**src/rtl/mem_arb_pkg.sv**
```systemverilog
// Shared types for the data-memory port arbiter: requester ids, read-tag pipeline entries
// and the round-robin start helper.
package mem_arb_pkg;

    localparam int unsigned ARB_NUM_REQ = 3;
    localparam int unsigned ID_WIDTH    = (ARB_NUM_REQ > 1) ? $clog2(ARB_NUM_REQ) : 1;

    typedef logic [ID_WIDTH-1:0] req_id_t;

    typedef struct packed {
        logic    valid;
        req_id_t id;
    } rd_tag_t;

    // Round-robin search starts one past the last granted requester.
    function automatic req_id_t rr_next(input req_id_t last, input int unsigned n);
        int unsigned nxt;
        nxt = 32'(last) + 1;
        return (nxt >= n) ? '0 : req_id_t'(nxt);
    endfunction

endpackage

```
**src/rtl/dmem_port_arbiter_if.sv**
```systemverilog
// Requester-side and RAM-side signals of the data-memory arbiter.
interface dmem_port_arbiter_if #(
    parameter int unsigned NUM_REQ    = 3,
    parameter int unsigned ADDR_WIDTH = 12,
    parameter int unsigned DATA_WIDTH = 36
);
    logic [NUM_REQ-1:0]            req;
    logic [NUM_REQ-1:0]            req_wrEn;
    logic [NUM_REQ-1:0]            req_lock;
    logic [NUM_REQ*ADDR_WIDTH-1:0] req_addr;
    logic [NUM_REQ*DATA_WIDTH-1:0] req_wdata;
    logic [NUM_REQ-1:0]            gnt;
    logic [NUM_REQ-1:0]            rvalid;
    logic [DATA_WIDTH-1:0]         rdata;
    logic [ADDR_WIDTH-1:0]         mem_addr;
    logic                          mem_wrEn;
    logic [DATA_WIDTH-1:0]         mem_dataIn;
    logic [DATA_WIDTH-1:0]         mem_dataOut;

    modport slave (
        input  req, req_wrEn, req_lock, req_addr, req_wdata, mem_dataOut,
        output gnt, rvalid, rdata, mem_addr, mem_wrEn, mem_dataIn
    );

    modport master (
        output req, req_wrEn, req_lock, req_addr, req_wdata, mem_dataOut,
        input  gnt, rvalid, rdata, mem_addr, mem_wrEn, mem_dataIn
    );
endinterface

```
**src/rtl/rr_priority_picker.sv**
```systemverilog
// Picks the first active request at or after a start index (wrapping); one-hot plus encoded id.
module rr_priority_picker
    import mem_arb_pkg::*;
#(
    parameter int unsigned NUM_REQ = 3
) (
    input  logic [NUM_REQ-1:0] req,
    input  req_id_t            start,
    output logic [NUM_REQ-1:0] gnt,
    output req_id_t            id,
    output logic               found
);

    always_comb begin
        int unsigned idx;
        idx   = 0;
        gnt   = '0;
        id    = '0;
        found = 1'b0;
        for (int unsigned k = 0; k < NUM_REQ; k++) begin
            idx = (32'(start) + k) % NUM_REQ;
            if (!found && req[idx]) begin
                found    = 1'b1;
                gnt[idx] = 1'b1;
                id       = req_id_t'(idx);
            end
        end
    end

endmodule

```
**src/rtl/dmem_port_arbiter.sv**
```systemverilog
// Shares a single-port data RAM between requesters: round-robin or fixed priority, burst lock,
// and per-requester tagging of registered read data.
module dmem_port_arbiter
    import mem_arb_pkg::*;
#(
    parameter int unsigned NUM_REQ    = 3,
    parameter int unsigned ADDR_WIDTH = 12,
    parameter int unsigned DATA_WIDTH = 36,
    parameter int unsigned RD_LATENCY = 1,
    parameter bit          FIXED_PRIO = 1'b0
) (
    input logic                clk,
    input logic                rstN,
    dmem_port_arbiter_if.slave bus
);

    req_id_t              ptr_q, ptr_d;
    req_id_t              owner_q, owner_d;
    logic                 lock_q, lock_d;
    req_id_t              start;
    logic [NUM_REQ-1:0]   pick_gnt;
    req_id_t              pick_id;
    logic                 pick_found;
    logic [NUM_REQ-1:0]   gnt;
    req_id_t              gnt_id;
    logic                 granted;
    logic                 owner_req;
    rd_tag_t              push;
    rd_tag_t              tags_q [RD_LATENCY];

    assign start     = FIXED_PRIO ? '0 : rr_next(ptr_q, NUM_REQ);
    assign owner_req = lock_q && bus.req[owner_q];

    rr_priority_picker #(
        .NUM_REQ (NUM_REQ)
    ) u_picker (
        .req   (bus.req),
        .start (start),
        .gnt   (pick_gnt),
        .id    (pick_id),
        .found (pick_found)
    );

    // A live lock owner bypasses the picker; everyone else stalls until it lets go.
    always_comb begin
        gnt     = '0;
        gnt_id  = pick_id;
        granted = 1'b0;
        if (rstN) begin
            if (owner_req) begin
                gnt[owner_q] = 1'b1;
                gnt_id       = owner_q;
                granted      = 1'b1;
            end else begin
                gnt     = pick_gnt;
                granted = pick_found;
            end
        end
    end

    assign bus.gnt = gnt;

    always_comb begin
        bus.mem_addr   = '0;
        bus.mem_wrEn   = 1'b0;
        bus.mem_dataIn = '0;
        if (granted) begin
            bus.mem_addr   = bus.req_addr[gnt_id*ADDR_WIDTH +: ADDR_WIDTH];
            bus.mem_wrEn   = bus.req_wrEn[gnt_id];
            bus.mem_dataIn = bus.req_wdata[gnt_id*DATA_WIDTH +: DATA_WIDTH];
        end
    end

    always_comb begin
        ptr_d   = ptr_q;
        owner_d = owner_q;
        lock_d  = lock_q;
        if (lock_q && !bus.req[owner_q]) begin
            lock_d = 1'b0;
        end
        if (granted) begin
            ptr_d   = gnt_id;
            owner_d = gnt_id;
            lock_d  = bus.req_lock[gnt_id];
        end
    end

    always_ff @(posedge clk) begin
        if (!rstN) begin
            ptr_q   <= req_id_t'(NUM_REQ - 1);
            owner_q <= '0;
            lock_q  <= 1'b0;
        end else begin
            ptr_q   <= ptr_d;
            owner_q <= owner_d;
            lock_q  <= lock_d;
        end
    end

    always_comb begin
        push.valid = granted && !bus.req_wrEn[gnt_id];
        push.id    = gnt_id;
    end

    always_ff @(posedge clk) begin
        if (!rstN) begin
            for (int unsigned i = 0; i < RD_LATENCY; i++) begin
                tags_q[i] <= '0;
            end
        end else begin
            tags_q[0] <= push;
            for (int unsigned i = 1; i < RD_LATENCY; i++) begin
                tags_q[i] <= tags_q[i-1];
            end
        end
    end

    // Gated by rstN so a read granted just before reset never reports.
    always_comb begin
        bus.rvalid = '0;
        if (rstN && tags_q[RD_LATENCY-1].valid) begin
            bus.rvalid[tags_q[RD_LATENCY-1].id] = 1'b1;
        end
    end

    assign bus.rdata = bus.mem_dataOut;

endmodule
```
**src/flat_wrapper.sv**
```systemverilog
// flat-port wrapper written by rule: the top's interface ports become plain ports
module dmem_port_arbiter_flat import mem_arb_pkg::*;
#(
    parameter int unsigned NUM_REQ    = 3,
    parameter int unsigned ADDR_WIDTH = 12,
    parameter int unsigned DATA_WIDTH = 36,
    parameter int unsigned RD_LATENCY = 1,
    parameter bit          FIXED_PRIO = 1'b0
)
  (clk, rstN, bus_req, bus_req_wrEn, bus_req_lock, bus_req_addr, bus_req_wdata, bus_mem_dataOut, bus_gnt, bus_rvalid, bus_rdata, bus_mem_addr, bus_mem_wrEn, bus_mem_dataIn);
  dmem_port_arbiter_if #(.NUM_REQ(NUM_REQ), .ADDR_WIDTH(ADDR_WIDTH), .DATA_WIDTH(DATA_WIDTH)) bus_i ();
  input logic clk;
  input logic rstN;
  input wire logic [$bits(bus_i.req)-1:0] bus_req;
  input wire logic [$bits(bus_i.req_wrEn)-1:0] bus_req_wrEn;
  input wire logic [$bits(bus_i.req_lock)-1:0] bus_req_lock;
  input wire logic [$bits(bus_i.req_addr)-1:0] bus_req_addr;
  input wire logic [$bits(bus_i.req_wdata)-1:0] bus_req_wdata;
  input wire logic [$bits(bus_i.mem_dataOut)-1:0] bus_mem_dataOut;
  output wire logic [$bits(bus_i.gnt)-1:0] bus_gnt;
  output wire logic [$bits(bus_i.rvalid)-1:0] bus_rvalid;
  output wire logic [$bits(bus_i.rdata)-1:0] bus_rdata;
  output wire logic [$bits(bus_i.mem_addr)-1:0] bus_mem_addr;
  output wire logic [$bits(bus_i.mem_wrEn)-1:0] bus_mem_wrEn;
  output wire logic [$bits(bus_i.mem_dataIn)-1:0] bus_mem_dataIn;
  assign bus_i.req = bus_req;
  assign bus_i.req_wrEn = bus_req_wrEn;
  assign bus_i.req_lock = bus_req_lock;
  assign bus_i.req_addr = bus_req_addr;
  assign bus_i.req_wdata = bus_req_wdata;
  assign bus_i.mem_dataOut = bus_mem_dataOut;
  assign bus_gnt = bus_i.gnt;
  assign bus_rvalid = bus_i.rvalid;
  assign bus_rdata = bus_i.rdata;
  assign bus_mem_addr = bus_i.mem_addr;
  assign bus_mem_wrEn = bus_i.mem_wrEn;
  assign bus_mem_dataIn = bus_i.mem_dataIn;
  dmem_port_arbiter #(.NUM_REQ(NUM_REQ), .ADDR_WIDTH(ADDR_WIDTH), .DATA_WIDTH(DATA_WIDTH), .RD_LATENCY(RD_LATENCY), .FIXED_PRIO(FIXED_PRIO)) u_core (.clk(clk), .rstN(rstN), .bus(bus_i));
endmodule
```
**config.mk**
```make
export PLATFORM = sky130hd
export DESIGN_NAME = dmem_port_arbiter_flat
export DESIGN_NICKNAME = d
export VERILOG_FILES = /design/src/rtl/mem_arb_pkg.sv /design/src/rtl/dmem_port_arbiter_if.sv /design/src/rtl/rr_priority_picker.sv /design/src/rtl/dmem_port_arbiter.sv /design/src/flat_wrapper.sv
export SDC_FILE = /design/constraint.sdc
export NUM_CORES = 1
export LEC_CHECK = 0
export ABC_AREA = 1
export CAP_MARGIN = 40
export CORE_ASPECT_RATIO = 0.7
export CORE_MARGIN = 2
export CORE_UTILIZATION = 27
export CTS_CLUSTER_DIAMETER = 50
export DETAILED_ROUTE_END_ITERATION = 8
export PLACE_DENSITY = 0.79
export SETUP_SLACK_MARGIN = 0.15
export SYNTH_ARGS = -nofsm -noshare
export SYNTH_HDL_FRONTEND = slang
export SYNTH_HIERARCHICAL = 1
export SYNTH_SLANG_ARGS = --single-unit
```
**constraint.sdc**
```tcl
create_clock -name clk -period 2.8 [get_ports clk]
set_input_delay 0.7 -clock clk [delete_from_list [all_inputs] [get_ports clk]]
set_output_delay 0.7 -clock clk [all_outputs]
set_load 0.005 [all_outputs]
```
# [Word-level counts from Yosys, hierarchy flattened]
# Memories as Yosys holds them, arrays and structs flattened.
# Cells that the tools add are included.
# W data, S select, Z words.
[totals] register_bits=5 mem_bits_rw=3 wordCells=93 n_memories=1
[mem_list] name="u_core.tags_q" words=1 word_bits=3 rd=1 rd_clocked_by_memory_dff=0 wr=1 line_no="dmem_port_arbiter.sv:29" source="rd_tag_t tags_q [RD_LATENCY];"
[op_classes] addsub=3 mul=2 div_mod_pow=3 order_cmp=12 shift=2 mux=48 bitwise=2 reduce_logical=17
[ops] op="$shiftx A108 B9 Y36" count=1
[ops] op="$ge A32 B1 Y1 const B" count=3
[ops] op="$lt A32 B3 Y1 const B" count=3
[ops] op="$mod A32 B2 Y32 const B" count=2
[ops] op="$mux W36" count=1
[ops] op="$shiftx A36 B7 Y12" count=1
[ops] op="$ge A32 B2 Y1 const B" count=1
[ops] op="$mod A2 B2 Y32 const B" count=1
[ops] op="$mux W1" count=22
[ops] op="$mux W3" count=7
[ops] op="$bmux W1 S2" count=6
[ops] op="$mux W12" count=1
[ops] op="$mux W2" count=6
[ops] op="$logic_and A1 B1 Y1" count=11
[ops] op="$demux W1 S2" count=5
[ops] op="$lt A2 B3 Y1 const B" count=3
[ops] op="$add A2 B1 Y3 const B" count=2
[ops] op="$mul A2 B4 Y6 const B" count=1
[ops] op="$or A3 B3 Y3" count=2
[ops] op="$ge A2 B1 Y1 const B" count=2
[ops] op="$logic_not A1 Y1" count=4
[ops] op="$mul A2 B2 Y4 const B" count=1
[ops] op="$add A2 B2 Y3 const B" count=1
[ops] op="$reduce_or A3 Y1" count=1
[ops] op="$reduce_bool A2 Y1" count=1

# [Longest topological paths before layout]
# Gate-level depths: netlist of the first run.
[logic_depth] depth_word=20 depth_mapped=20

# [Hierarchy]
# Netlist of the first run, hierarchy kept.
[modules_own_cells] mod="dmem_port_arbiter" n_inst=1 cells_each=442 area_per_inst_um2=2448.6
[modules_own_cells] mod="rr_priority_picker" n_inst=1 cells_each=61 area_per_inst_um2=320.3

# [Worst setup path after synthesis of the first run]
# Ideal clock, no wire load.
[synth_timing] path_type="register -> output" startpoint="reg u_core.ptr_q[0]" endpoint="out bus_mem_addr[10]" arrival_time_ps=2235 required_time_ps=2100 setup_slack_ps=-135 stages_incl_launch_ff=19 cell_sequence="dfxtp_1 > nor2_1 > inv_1 > ha_1 > inv_2 > nand2_1 > nand3_1 > nand2_1 > nand2_1 > inv_2 > nand3_1 > nand2_1 > inv_1 > nand2_2 > buf_2 > buf_4 > nand3b_1 > nand3_1 > a21oi_1"
[synth_via] elab_chain_len=18 word_cells_on_any_way=31 classes_between="add/sub: 3; mul: 1; div: 3; order compare: 1; shift: 1; mux: 18; reduce/logical: 4"
[synth_lines] element="start, declared" line_no="dmem_port_arbiter.sv:17" source="req_id_t ptr_q, ptr_d;"
[synth_lines] element="start signal, assigned" line_no="dmem_port_arbiter.sv:90" source="ptr_q <= req_id_t'(NUM_REQ - 1);"
[synth_lines] element="start signal, assigned" line_no="dmem_port_arbiter.sv:94" source="ptr_q <= ptr_d;"
[synth_lines] element="$add A2 B1 Y3 *" line_no="mem_arb_pkg.sv:18" source="nxt = 32'(last) + 1;"
[synth_lines] element="$ge A32 B2 Y1" line_no="mem_arb_pkg.sv:19" source="return (nxt >= n) ? '0 : req_id_t'(nxt);"
[synth_lines] element="$mux W2 *" line_no="mem_arb_pkg.sv:19"
[synth_lines] element="via u_core.start[0]" line_no="dmem_port_arbiter.sv:20" source="req_id_t start;"
[synth_lines] element="branches (longest 9 deep; another with $mod A32 B2 Y32)"
[synth_lines] element="$mux W2 *" line_no="rr_priority_picker.sv:22" source="if (!found && req[idx]) begin"
[synth_lines] element="via u_core.pick_id[0]" line_no="dmem_port_arbiter.sv:22" source="req_id_t pick_id;"
[synth_lines] element="$mux W2" line_no="dmem_port_arbiter.sv:50" source="if (owner_req) begin"
[synth_lines] element="$mux W2 *" line_no="dmem_port_arbiter.sv:49" source="if (rstN) begin"
[synth_lines] element="$mul A2 B2 Y4 *" line_no="dmem_port_arbiter.sv:68" source="bus.mem_addr = bus.req_addr[gnt_id*ADDR_WIDTH +: ADDR_WIDTH];"
[synth_lines] element="$shiftx A36 B7 Y12 *" line_no="dmem_port_arbiter.sv:68"
[synth_lines] element="$mux W12 *" line_no="dmem_port_arbiter.sv:67" source="if (granted) begin"
[synth_lines] element="end, declared" line_no="flat_wrapper.sv:23" source="output wire logic [$bits(bus_i.mem_addr)-1:0] bus_mem_addr;"
# Mark *: on every way through the listed nets, which the timed path passes. The select of a mux whose other input is x is not followed.

# [Final worst setup path of the first run]
[layout_timing] startpoint="reg u_core.ptr_q[0]" endpoint="out bus_mem_addr[0]"
# Same word-level chain as after synthesis.

==> results_dict.tcl, run 1 <==
set metrics [dict create \
    total_power_mw 10.3 \
    grt_overflow 0 \
    detail_route.wl_per_cell_um 19.6 \
    grt_pass1_vias 4567 \
    hold_buffers 0 \
    violations "setup timing" \
    ys.flop_type "dfxtp_1" \
    crit_chain "nor2_4 -> inv_2 -> ha_4 -> inv_6 -> o31ai_4 -> nand3_4 -> nand2_2 -> inv_2 -> nand2_4 -> nand2_8 -> inv_8 -> buf_12 -> buf_6 -> buf_12 -> clkbuf_16 -> nand3_4 -> a21oi_2 -> buf_2" \
    yosysWarnings 6 \
    start_kind "register" \
    synth-edff-count 0 \
    drtIter0Drc 256 \
    routed_wl_um 17300 \
    top_usage_layer "met2" \
    firstDrtPassIters 5 \
    filler_cell_count 772 \
    status "complete, but fails checks" \
    rsz0062_at_grt "true" \
    yosysTopAreaCell "nand3_1" \
    fp.dieH_um 88.7 \
    slew_headroom_pct 75.8 \
    start_util_pct 28.2 \
    async_reset_ff_share_pct 0 \
    cp_max_fo 5 \
    num_vias 4744 \
    clk-insertion-delay-late_ns 0.23 \
    crit_buf_inv 9 \
    hold_viol 0 \
    leakagePower_nw 3.07 \
    syn_avg_cell_area_um2 5.50 \
    drc 0 \
    grt_start_max_net_pins 28 \
    clock-root-buffer "clkbuf_16" \
    setup_viol 54 \
    antenna_found_initial 0 \
    min_period_ns 3.53 \
    gp_congestion 0.943 \
    synth_top_area_share_pct 29.8 \
    cp.arrival_ns 2.83 \
    hp-class "reg2reg" \
    tightest_slew_ns 0.363 \
    finalCritPeriodShare_pct 126 \
    fp.dieW_um 125 \
    use_met3_pct 8.04 \
    synth_area_leaders "nand3_1 (30%), nand3b_1 (13%), buf_4 (11%)" \
    maxCapViolCount 0 \
    cts_tree "done" \
    cp-end-kind "output port" \
    clock_sinks 7 \
    final.setup_skew_ns 0.00264 \
    ir_worst_vdd_mv 0.719 \
    syn_nets 698 \
    p_per_area_nw_per_um2 1520 \
    final_common_cell "clkdlybuf4s50_1" \
    syn_area_um2 2770 \
    holdWs_ns 0.561 \
    gr-usage-met2_pct 47.9 \
    crit_required_ns 2.10 \
    dp_hpwl_um 10500 \
    grtUsageTotal_pct 26.7 \
    multiInputGateArea_um2 2680 \
    setup_ws_ns -0.727 \
    slowest_delay_ns 0.39 \
    synthCells 503 \
    ant_nets 0 \
    ys_ff_latch 7 \
    io_pins 282 \
    post_drt_via_cell_ratio 5.39 \
    grt_first_pass_wirelength_um 23700 \
    htree_num_levels 1 \
    synth-seq-area-share_pct 5.06 \
    row_count 30 \
    clk_pin_slew_worst_paths_ns 0.04 \
    global_route.usage.met1_pct 31.2 \
    insertedDiodeCount 0 \
    cts_buffer_depth 2 \
    synth.distinct_cells 26 \
    critPathTopFamily "buffers and inverters" \
    drv_slew 0 \
    cts_buffers 3 \
    io_buffer_count 209 \
    fmax_ghz 0.283 \
    dieArea_um2 11100 \
    drive_above_1_share_pct 45.5 \
    mostFrequentLayoutCells "clkdlybuf4s50_1 (151), nand3_1 (92), nand3_2 (65)" \
    core_um2 9830 \
    crit_type "reg2out" \
    nets 948 \
    cp_slowest_cell "o31ai_4" \
    area_delta_synth_final_pct 145 \
    ff_latch_area_um2 145 \
]
[sequential cells by signal, indices dropped and copies added (netlist names)]
| name | flops |
|---|---|
| u_core/lock_q | 1 |
| u_core/tags_q | 3 |
| u_core/ptr_q | 2 |
| u_core/owner_q | 1 |
[report_power, final]
part           internal, mW  leakage, nW  switching [mW]  total, mW
Combinational          5.10         2.98            4.80       9.90
Sequential            0.144       0.0587          0.0412      0.185
Clock                 0.189       0.0382          0.0532      0.243
Total                  5.43         3.07            4.89       10.3
[stage by stage]
step	utilization [%]	cells	setup slack [ns]	setup TNS (ns)	cell area, um^2
after global routing	69.1	880	-0.796	-35.89	6790
after floorplan	-	503	0.0632	0	3090
after global placement	53.9	807	-1.04	-48.62	5300
after detailed placement	53.9	807	-1.15	-54.71	5300
final	69.1	880	-0.727	-31.29	6790
after CTS	61.8	850	-0.627	-26.18	6080
[cells in the mapped netlist (3+ instances only)]
| cell | count |
|---|---|
| inv_1 | 66 |
| nand3_2 | 4 |
| ha_1 | 4 |
| nand3_1 | 165 |
| nand3b_1 | 49 |
| a21oi_1 | 51 |
| nand2_1 | 39 |
| clkbuf_1 | 15 |
| buf_2 | 19 |
| o21ai_0 | 7 |
| inv_2 | 9 |
| nor2_1 | 10 |
| nand2_2 | 3 |
| buf_4 | 42 |
| dfxtp_1 | 7 |
[timing repair]
action                     in CTS  in global routing
gates resized for setup       300                 82
cloned                         10                  9
buffers inserted               29                 21
setup endpoints to repair      55                 56
pin swaps                      42                 56
[metal layers]
layer | vias up | share of wire (%) | wire length (um)
li1 | 2165 | - | -
met2 | 317 | 49 | 8460
met3 | 49 | 9.2 | 1600
met4 | 0 | 2.5 | 425
met5 | - | 0 | 0
met1 | 2213 | 39 | 6790
[worst min-delay path, delay by kind of cell (launching register included)]
family	cells	cell delay, ns
AOI/OAI and AO/OA	1	0.10
DFF	1	0.38
and+or+nand+nor	1	0.05
[cell type report]
class	count	share of cell area, %
clock buffers	4	1.16
well taps	128	2.36
repair buffers	322	50.3
inverters	76	4.59
flip-flops and latches	7	2.14
multi-input cells	343	39.4
[cells by family after synthesis]
| family | after synthesis | synth area share, % |
|---|---|---|
| buf+inv | 153 | 27.3 |
| compound gates | 62 | 12.1 |
| fa+ha+maj | 4 | 1.81 |
| simple gates | 277 | 53.8 |
| flops | 7 | 5.06 |
[path summary, 6_finish.rpt]
| kind | from | endpoint | slack [ns] | depth (start not counted) |
|---|---|---|---|---|
| hold / removal | u_core/ptr_q[1] | u_core/ptr_q[1] | 0.56 | 2 |
| setup reg to reg | u_core/ptr_q[0] | u_core/owner_q[1] | -0.05 | 25 |
| setup / recovery | u_core/ptr_q[0] | bus_mem_addr[0] | -0.73 | 18 |
| hold reg to reg | u_core/ptr_q[1] | u_core/ptr_q[1] | 0.56 | 2 |
No activity file was read; power rests on OpenSTA's default activity.
==> run 2: changes to the inputs <==
--- a/config.mk
+++ b/config.mk
@@ -12,6 +12,7 @@
 export CORE_UTILIZATION = 27
 export CTS_CLUSTER_DIAMETER = 50
 export DETAILED_ROUTE_END_ITERATION = 8
+export GPL_ROUTABILITY_DRIVEN = 0
 export PLACE_DENSITY = 0.79
 export SETUP_SLACK_MARGIN = 0.15
 export SYNTH_ARGS = -nofsm -noshare
==> run 2 against run 1 <==
Net effect:
- the flow still finishes with violations (setup timing)
- clock power about the same
- cell count decreased by 2.4%
- power decreased by 17%
- critical endpoint is now bus_mem_dataIn[25]
- flip-flop and latch count unchanged
==> results_dict.tcl, run 2 (synthesis gave the netlist of run 1 again) <==
set metrics [dict create \
    status "complete, but fails checks" \
    violations "setup timing" \
    hp-class "reg2reg" \
    reg2reg_depth 23 \
    final_common_cell "clkdlybuf4s50_1" \
    grt_first_pass_wirelength_um 22200 \
    setup_ws_ns -0.595 \
    grt_start_max_net_pins 28 \
    setup_tns_ns -27.04 \
    routed_wl_um 15000 \
    r2r-end "u_core/owner_q[1]" \
    insertedDiodeCount 0 \
    cts_buffer_depth 2 \
    cp_slowest_cell "dfxtp_4" \
    hold_viol 0 \
    critPathTopFamily "simple AND/OR/NAND/NOR gates" \
    drv_slew 0 \
    crit_buf_inv 8 \
    cts_tree "done" \
    cp_max_fo 11 \
    grt_overflow 0 \
    crit_chain "inv_4 -> nor2_4 -> inv_2 -> ha_4 -> nand2_2 -> nand3_2 -> nand2_4 -> inv_4 -> buf_4 -> nand2_1 -> nand2_1 -> inv_2 -> nand2_4 -> inv_4 -> nand2_4 -> nand2_8 -> buf_12 -> nand3_1 -> a21oi_2 -> dlygate4sd2_1" \
    htree_num_levels 1 \
    multiInputGateArea_um2 2460 \
    detail_route.wl_per_cell_um 17.5 \
    drive_above_1_share_pct 38.9 \
    drtIter0Drc 186 \
    top_register "u_core/tags_q" \
    dp_hpwl_um 10400 \
    start_util_pct 28.2 \
    largestRegisters "u_core/tags_q x3, u_core/ptr_q x2" \
    row_count 30 \
    r2r-start "u_core/ptr_q[0]" \
    drc 0 \
    worst-path-stages 20 \
    p_per_area_nw_per_um2 1400 \
    final.setup_skew_ns 0.00143 \
    ir_worst_vdd_mv 0.652 \
    dieArea_um2 11100 \
    antenna_found_initial 0 \
    crit_type "reg2out" \
    endpoint "bus_mem_dataIn[25]" \
    tightest_slew_ns 0.295 \
    utilization_pct 62.8 \
    start_kind "register" \
    filler_cell_count 859 \
    final_cell_count_no_fill 859 \
    place_inst 806 \
    grt_pass1_vias 4390 \
    ff_latch_area_um2 145 \
    post_drt_via_cell_ratio 5.17 \
    cp-end-kind "output port" \
    ant_nets 0 \
    io_buffer_count 209 \
    core_um2 9830 \
    fp.dieW_um 125 \
    leakagePower_nw 2.80 \
    reg2reg_slack_ns 0.15 \
    min_period_ns 3.39 \
    io_pins 282 \
    clock_sinks 7 \
    cp.arrival_ns 2.69 \
    slew_headroom_pct 80.3 \
    grtUsageTotal_pct 24.7 \
    clk_pin_slew_worst_paths_ns 0.04 \
    clk-insertion-delay-late_ns 0.23 \
    fp.dieH_um 88.7 \
    largest_register_ffs 3 \
    slowest_delay_ns 0.37 \
    nets 927 \
    clock-root-buffer "clkbuf_16" \
    area_delta_synth_final_pct 123 \
    crit_path_start "u_core/ptr_q[0]" \
    firstDrtPassIters 5 \
    finalCritPeriodShare_pct 121 \
    fmax_ghz 0.295 \
    rsz0062_at_grt "true" \
    maxCapViolCount 0 \
    setup_viol 52 \
    cts_buffers 3 \
    num_vias 4437 \
    mostFrequentLayoutCells "clkdlybuf4s50_1 (151), nand3_1 (120), inv_1 (63)" \
    crit_required_ns 2.10 \
]
[run 2: cell types whose count changed in the layout (fill, tap and decap cells not counted), sizes merged]
cell and delta:
clkbuf -4, dlygate4sd2 +1, buf -18
[run 2: power by group]
part | internal (mW) | leakage (nW) | switching [mW] | total (mW)
clock network | 0.189 | 0.0382 | 0.0538 | 0.243
registers | 0.144 | 0.0587 | 0.0427 | 0.187
logic | 4.11 | 2.70 | 4.08 | 8.19
total | 4.45 | 2.80 | 4.17 | 8.62
[run 2: final cells by class]
cell class / instances / area share [%]
Clock buffer: 4 / 1.28
Inverter: 76 / 4.97
Multi-Input combinational cell: 343 / 39.8
Sequential cell: 7 / 2.35
Tap cell: 128 / 2.59
Timing Repair Buffer: 301 / 49.0
[run 2: how the worst min path moves through the flow]
stage / from / endpoint / slack, ns / cells after the start
floorplan: u_core/owner_q[1] / u_core/owner_q[1] / 0.53 / 2
global placement: u_core/ptr_q[1] / u_core/ptr_q[1] / 0.54 / 2
detailed placement: u_core/ptr_q[1] / u_core/ptr_q[1] / 0.57 / 2
CTS: u_core/ptr_q[1] / u_core/ptr_q[1] / 0.57 / 2
global route: u_core/ptr_q[1] / u_core/ptr_q[1] / 0.61 / 2
finish: u_core/ptr_q[1] / u_core/ptr_q[1] / 0.58 / 2
[run 2: metal layers]
metal / vias to the layer above / track usage (%) / share of wire (%)
li1: 2118 / - / -
met1: 2035 / 30.0 / 41
met2: 259 / 44.8 / 49
met3: 25 / 6.35 / 8.9
met4: 0 / 5.56 / 1.3
met5: - / 0 / 0
[run 2: timing repair]
item	4_1_cts	5_1_grt
setup buffers	24	15
resized for setup	276	43
hold buffers	0	0
setup endpoints to repair	55	53
gates cloned	8	2
pin swaps	46	28
[run 2: worst register-to-register path, stage by stage (launching register included)]
cell       delay (ns)
dfxtp_4          0.37
inv_4            0.04
nor2_4           0.15
inv_2            0.08
ha_4             0.19
inv_4            0.07
nand2_2          0.04
nand3_2          0.09
nand2_4          0.10
nand2_2          0.10
inv_2            0.06
nand3_2          0.08
nand2_1          0.05
inv_1            0.06
nand2_2          0.08
nand2_4          0.12
inv_8            0.06
buf_6            0.12
buf_12           0.12
clkbuf_16        0.15
buf_4            0.13
buf_4            0.13
nand2_1          0.07
o21ai_0          0.07
[run 2: metrics by stage]
step	hold WS [ns]	worst slack [ns]	instance area (um^2)	total power [mW]
finish	0.581	-0.595	6170	8.62
global route	0.612	-0.764	6170	9.22
CTS	0.574	-0.545	5860	7.86
detailed placement	0.565	-1.11	5310	6.21
global placement	0.543	-1.04	5310	6.09
floorplan	0.525	0.0632	3090	3.70
==> run 3: changes to the inputs <==
--- a/config.mk
+++ b/config.mk
@@ -7,14 +7,13 @@
 export LEC_CHECK = 0
 export ABC_AREA = 1
 export CAP_MARGIN = 40
-export CORE_ASPECT_RATIO = 0.7
-export CORE_MARGIN = 2
-export CORE_UTILIZATION = 27
+export CORE_AREA = 2 2 110 112
+export CTS_BUF_LIST = sky130_fd_sc_hd__clkbuf_4
 export CTS_CLUSTER_DIAMETER = 50
 export DETAILED_ROUTE_END_ITERATION = 8
+export DIE_AREA = 0 0 112 114
 export GPL_ROUTABILITY_DRIVEN = 0
-export PLACE_DENSITY = 0.79
-export SETUP_SLACK_MARGIN = 0.15
+export PLACE_DENSITY = 0.68
 export SYNTH_ARGS = -nofsm -noshare
 export SYNTH_HDL_FRONTEND = slang
 export SYNTH_HIERARCHICAL = 1
==> constraint.sdc (replaced) <==
create_clock -name clk -period 3.91 [get_ports clk]
set_input_delay 0.9775 -clock clk [delete_from_list [all_inputs] [get_ports clk]]
set_output_delay 0.9775 -clock clk [all_outputs]
set_load 0.005 [all_outputs]
==> run 3 against run 2 <==
Net effect:
- the flow now finishes without violations
- count of clock-buffer cells in the layout unchanged
- flip-flop and latch count unchanged
- combinational power down 42%
- cell count fell by 1.9%
- non-clock buffer count is 35 lower
- largest power group unchanged
==> results_dict.tcl, run 3 (synthesis gave the netlist of run 1 again) <==
set metrics [dict create \
    routed_wl_um 14400 \
    fp.dieH_um 114 \
    fp.dieW_um 112 \
    largest_register_ffs 3 \
    p_comb_share_pct 95.8 \
    fmax_ghz 0.260 \
    final_cell_count_no_fill 843 \
    path_common_cell "inv_2" \
    cp_max_fo 10 \
    grt_overflow 0 \
    filler_cell_count 1187 \
    leakagePower_nw 2.47 \
    power_frac_clock_pct 1.6 \
    crit_type "in2out" \
    crit_chain "dlygate4sd2_1 -> inv_2 -> o21ai_4 -> nand2_4 -> inv_4 -> nand2_1 -> nand2_1 -> inv_2 -> nand2_2 -> inv_2 -> nand2_4 -> nand2_8 -> buf_6 -> bufbuf_16 -> nand3_1 -> a21oi_2 -> buf_2" \
    setup_viol 0 \
    ant_nets 0 \
    finalCritPeriodShare_pct 98.3 \
    tightest_slew_ns 0.319 \
    grt_first_pass_wirelength_um 21600 \
    area_delta_synth_final_pct 92.7 \
    min_period_ns 3.84 \
    num_vias 4270 \
    largestRegisters "u_core/tags_q x3, u_core/ptr_q x2" \
    nets 892 \
    multiInputGateArea_um2 2120 \
    cts_buffer_depth 2 \
    p_seq_share_pct 2.6 \
    core_um2 11700 \
    insertedDiodeCount 0 \
    slew_headroom_pct 78.7 \
    dp_hpwl_um 10300 \
    hold_viol 0 \
    drv_slew 0 \
    io_buffer_count 209 \
    swShare_pct 50.7 \
    htree_num_levels 1 \
    hold_buffers 0 \
    detail_route.wl_per_cell_um 17.1 \
    crit_required_ns 2.93 \
    holdWs_ns 0.555 \
    row_count 40 \
    rsz0062_at_grt "true" \
    cts_tree "done" \
    p_int_mw 2.42 \
    maxCapViolCount 0 \
    cp.arrival_ns 2.87 \
    clock-root-buffer "clkbuf_4" \
    grtUsageTotal_pct 20.7 \
    grt_start_max_net_pins 32 \
    post_drt_via_cell_ratio 5.07 \
    drive_above_1_share_pct 26.4 \
    dieArea_um2 12800 \
    mostFrequentLayoutCells "clkdlybuf4s50_1 (156), nand3_1 (152), inv_1 (64)" \
    ff_latch_area_um2 143 \
    io_pins 282 \
    clock_sinks 7 \
    top_register "u_core/tags_q" \
    final.setup_skew_ns 0.00511 \
    cp-end-kind "output port" \
    final_common_cell "clkdlybuf4s50_1" \
    place_inst 820 \
    slowest_delay_ns 0.26 \
    status "finished, final reports clean" \
    start_kind "input pin" \
    antenna_found_initial 0 \
    p_per_area_nw_per_um2 921 \
    firstDrtPassIters 5 \
    cts_buffers 3 \
    drc 0 \
    cp_slowest_cell "bufbuf_16" \
    start_util_pct 23.6 \
    clk_pin_slew_worst_paths_ns 0.05 \
    drtIter0Drc 310 \
    hp-class "reg2reg" \
    clk-insertion-delay-late_ns 0.26 \
    ir_worst_vdd_mv 0.399 \
    switchingPower_mw 2.49 \
    grt_pass1_vias 4243 \
]
[run 3: changes by cell type in the layout (fill, tap and decap cells not counted), sizes merged]
cell and change:
clkdlybuf4s15 -1, buf -75, dlymetal6s2s +1, clkbuf +37
dlygate4sd2 -5, clkdlybuf4s50 +5, bufbuf +3
[run 3: repair_timing]
| action | 4_1_cts | 5_1_grt |
|---|---|---|
| cloned | 4 | 2 |
| setup endpoints to repair | 49 | 50 |
| setup buffers | 10 | 3 |
| gates resized for setup | 128 | 112 |
| hold endpoints to repair | 0 | 0 |
| pin swaps | 12 | 24 |
[run 3: worst max-delay path, delay by kind of cell]
kind / cells / cell delay [ns]
buf+inv: 8 / 1.06
simple gates: 7 / 0.61
compound gates: 2 / 0.20
[run 3: final cells by class]
class	count	share of cell area (%)
inverter	76	5.49
tap	147	3.45
timing repair buffer	266	48.1
sequential	7	2.67
clock buffer	4	0.563
multi-input combinational	343	39.7
[run 3: worst paths after layout]
kind,from,to,slack [ns],cells after the start
setup / recovery,bus_req[2],bus_mem_dataIn[1],0.07,17
hold reg to reg,u_core/ptr_q[1],u_core/ptr_q[1],0.56,2
setup reg to reg,u_core/ptr_q[0],u_core/lock_q,1.39,18
hold / removal,u_core/ptr_q[1],u_core/ptr_q[1],0.56,2
[run 3: per-layer routing]
layer / track usage, % / share of wire, % / vias to the layer above
li1: - / - / 2049
met1: 25.0 / 41 / 1975
met2: 38.0 / 50 / 213
met3: 3.24 / 6.7 / 33
met4: 6.10 / 2.5 / 0
met5: 0 / 0 / -
[run 3: stage by stage]
step / power, mW / TNS (ns) / instance area (um^2) / utilization (%) / setup slack (ns)
4_1_cts: 4.64 / 0 / 5290 / 45.2 / 0.00680
3_5_place_dp: 4.10 / -23.88 / 4990 / 42.6 / -0.582
5_1_grt: 5.30 / -0.168 / 5340 / 45.6 / -0.0244
6_report: 4.91 / 0 / 5340 / 45.6 / 0.0656
2_1_floorplan: 2.22 / 0 / 2770 / - / 0.688
3_3_place_gp: 4.04 / -20.28 / 4990 / 42.6 / -0.525
[run 3: power groups by stage]
| stage | combinational, mW | sequential [mW] | clock, mW |
|---|---|---|---|
| 2_1_floorplan | 2.10 | 0.118 | 0 |
| 3_3_place_gp | 3.92 | 0.121 | 0 |
| 3_5_place_dp | 3.98 | 0.123 | 0 |
| 4_1_cts | 4.43 | 0.124 | 0.0785 |
| 5_1_grt | 5.08 | 0.131 | 0.0847 |
| 6_report | 4.71 | 0.128 | 0.0764 |
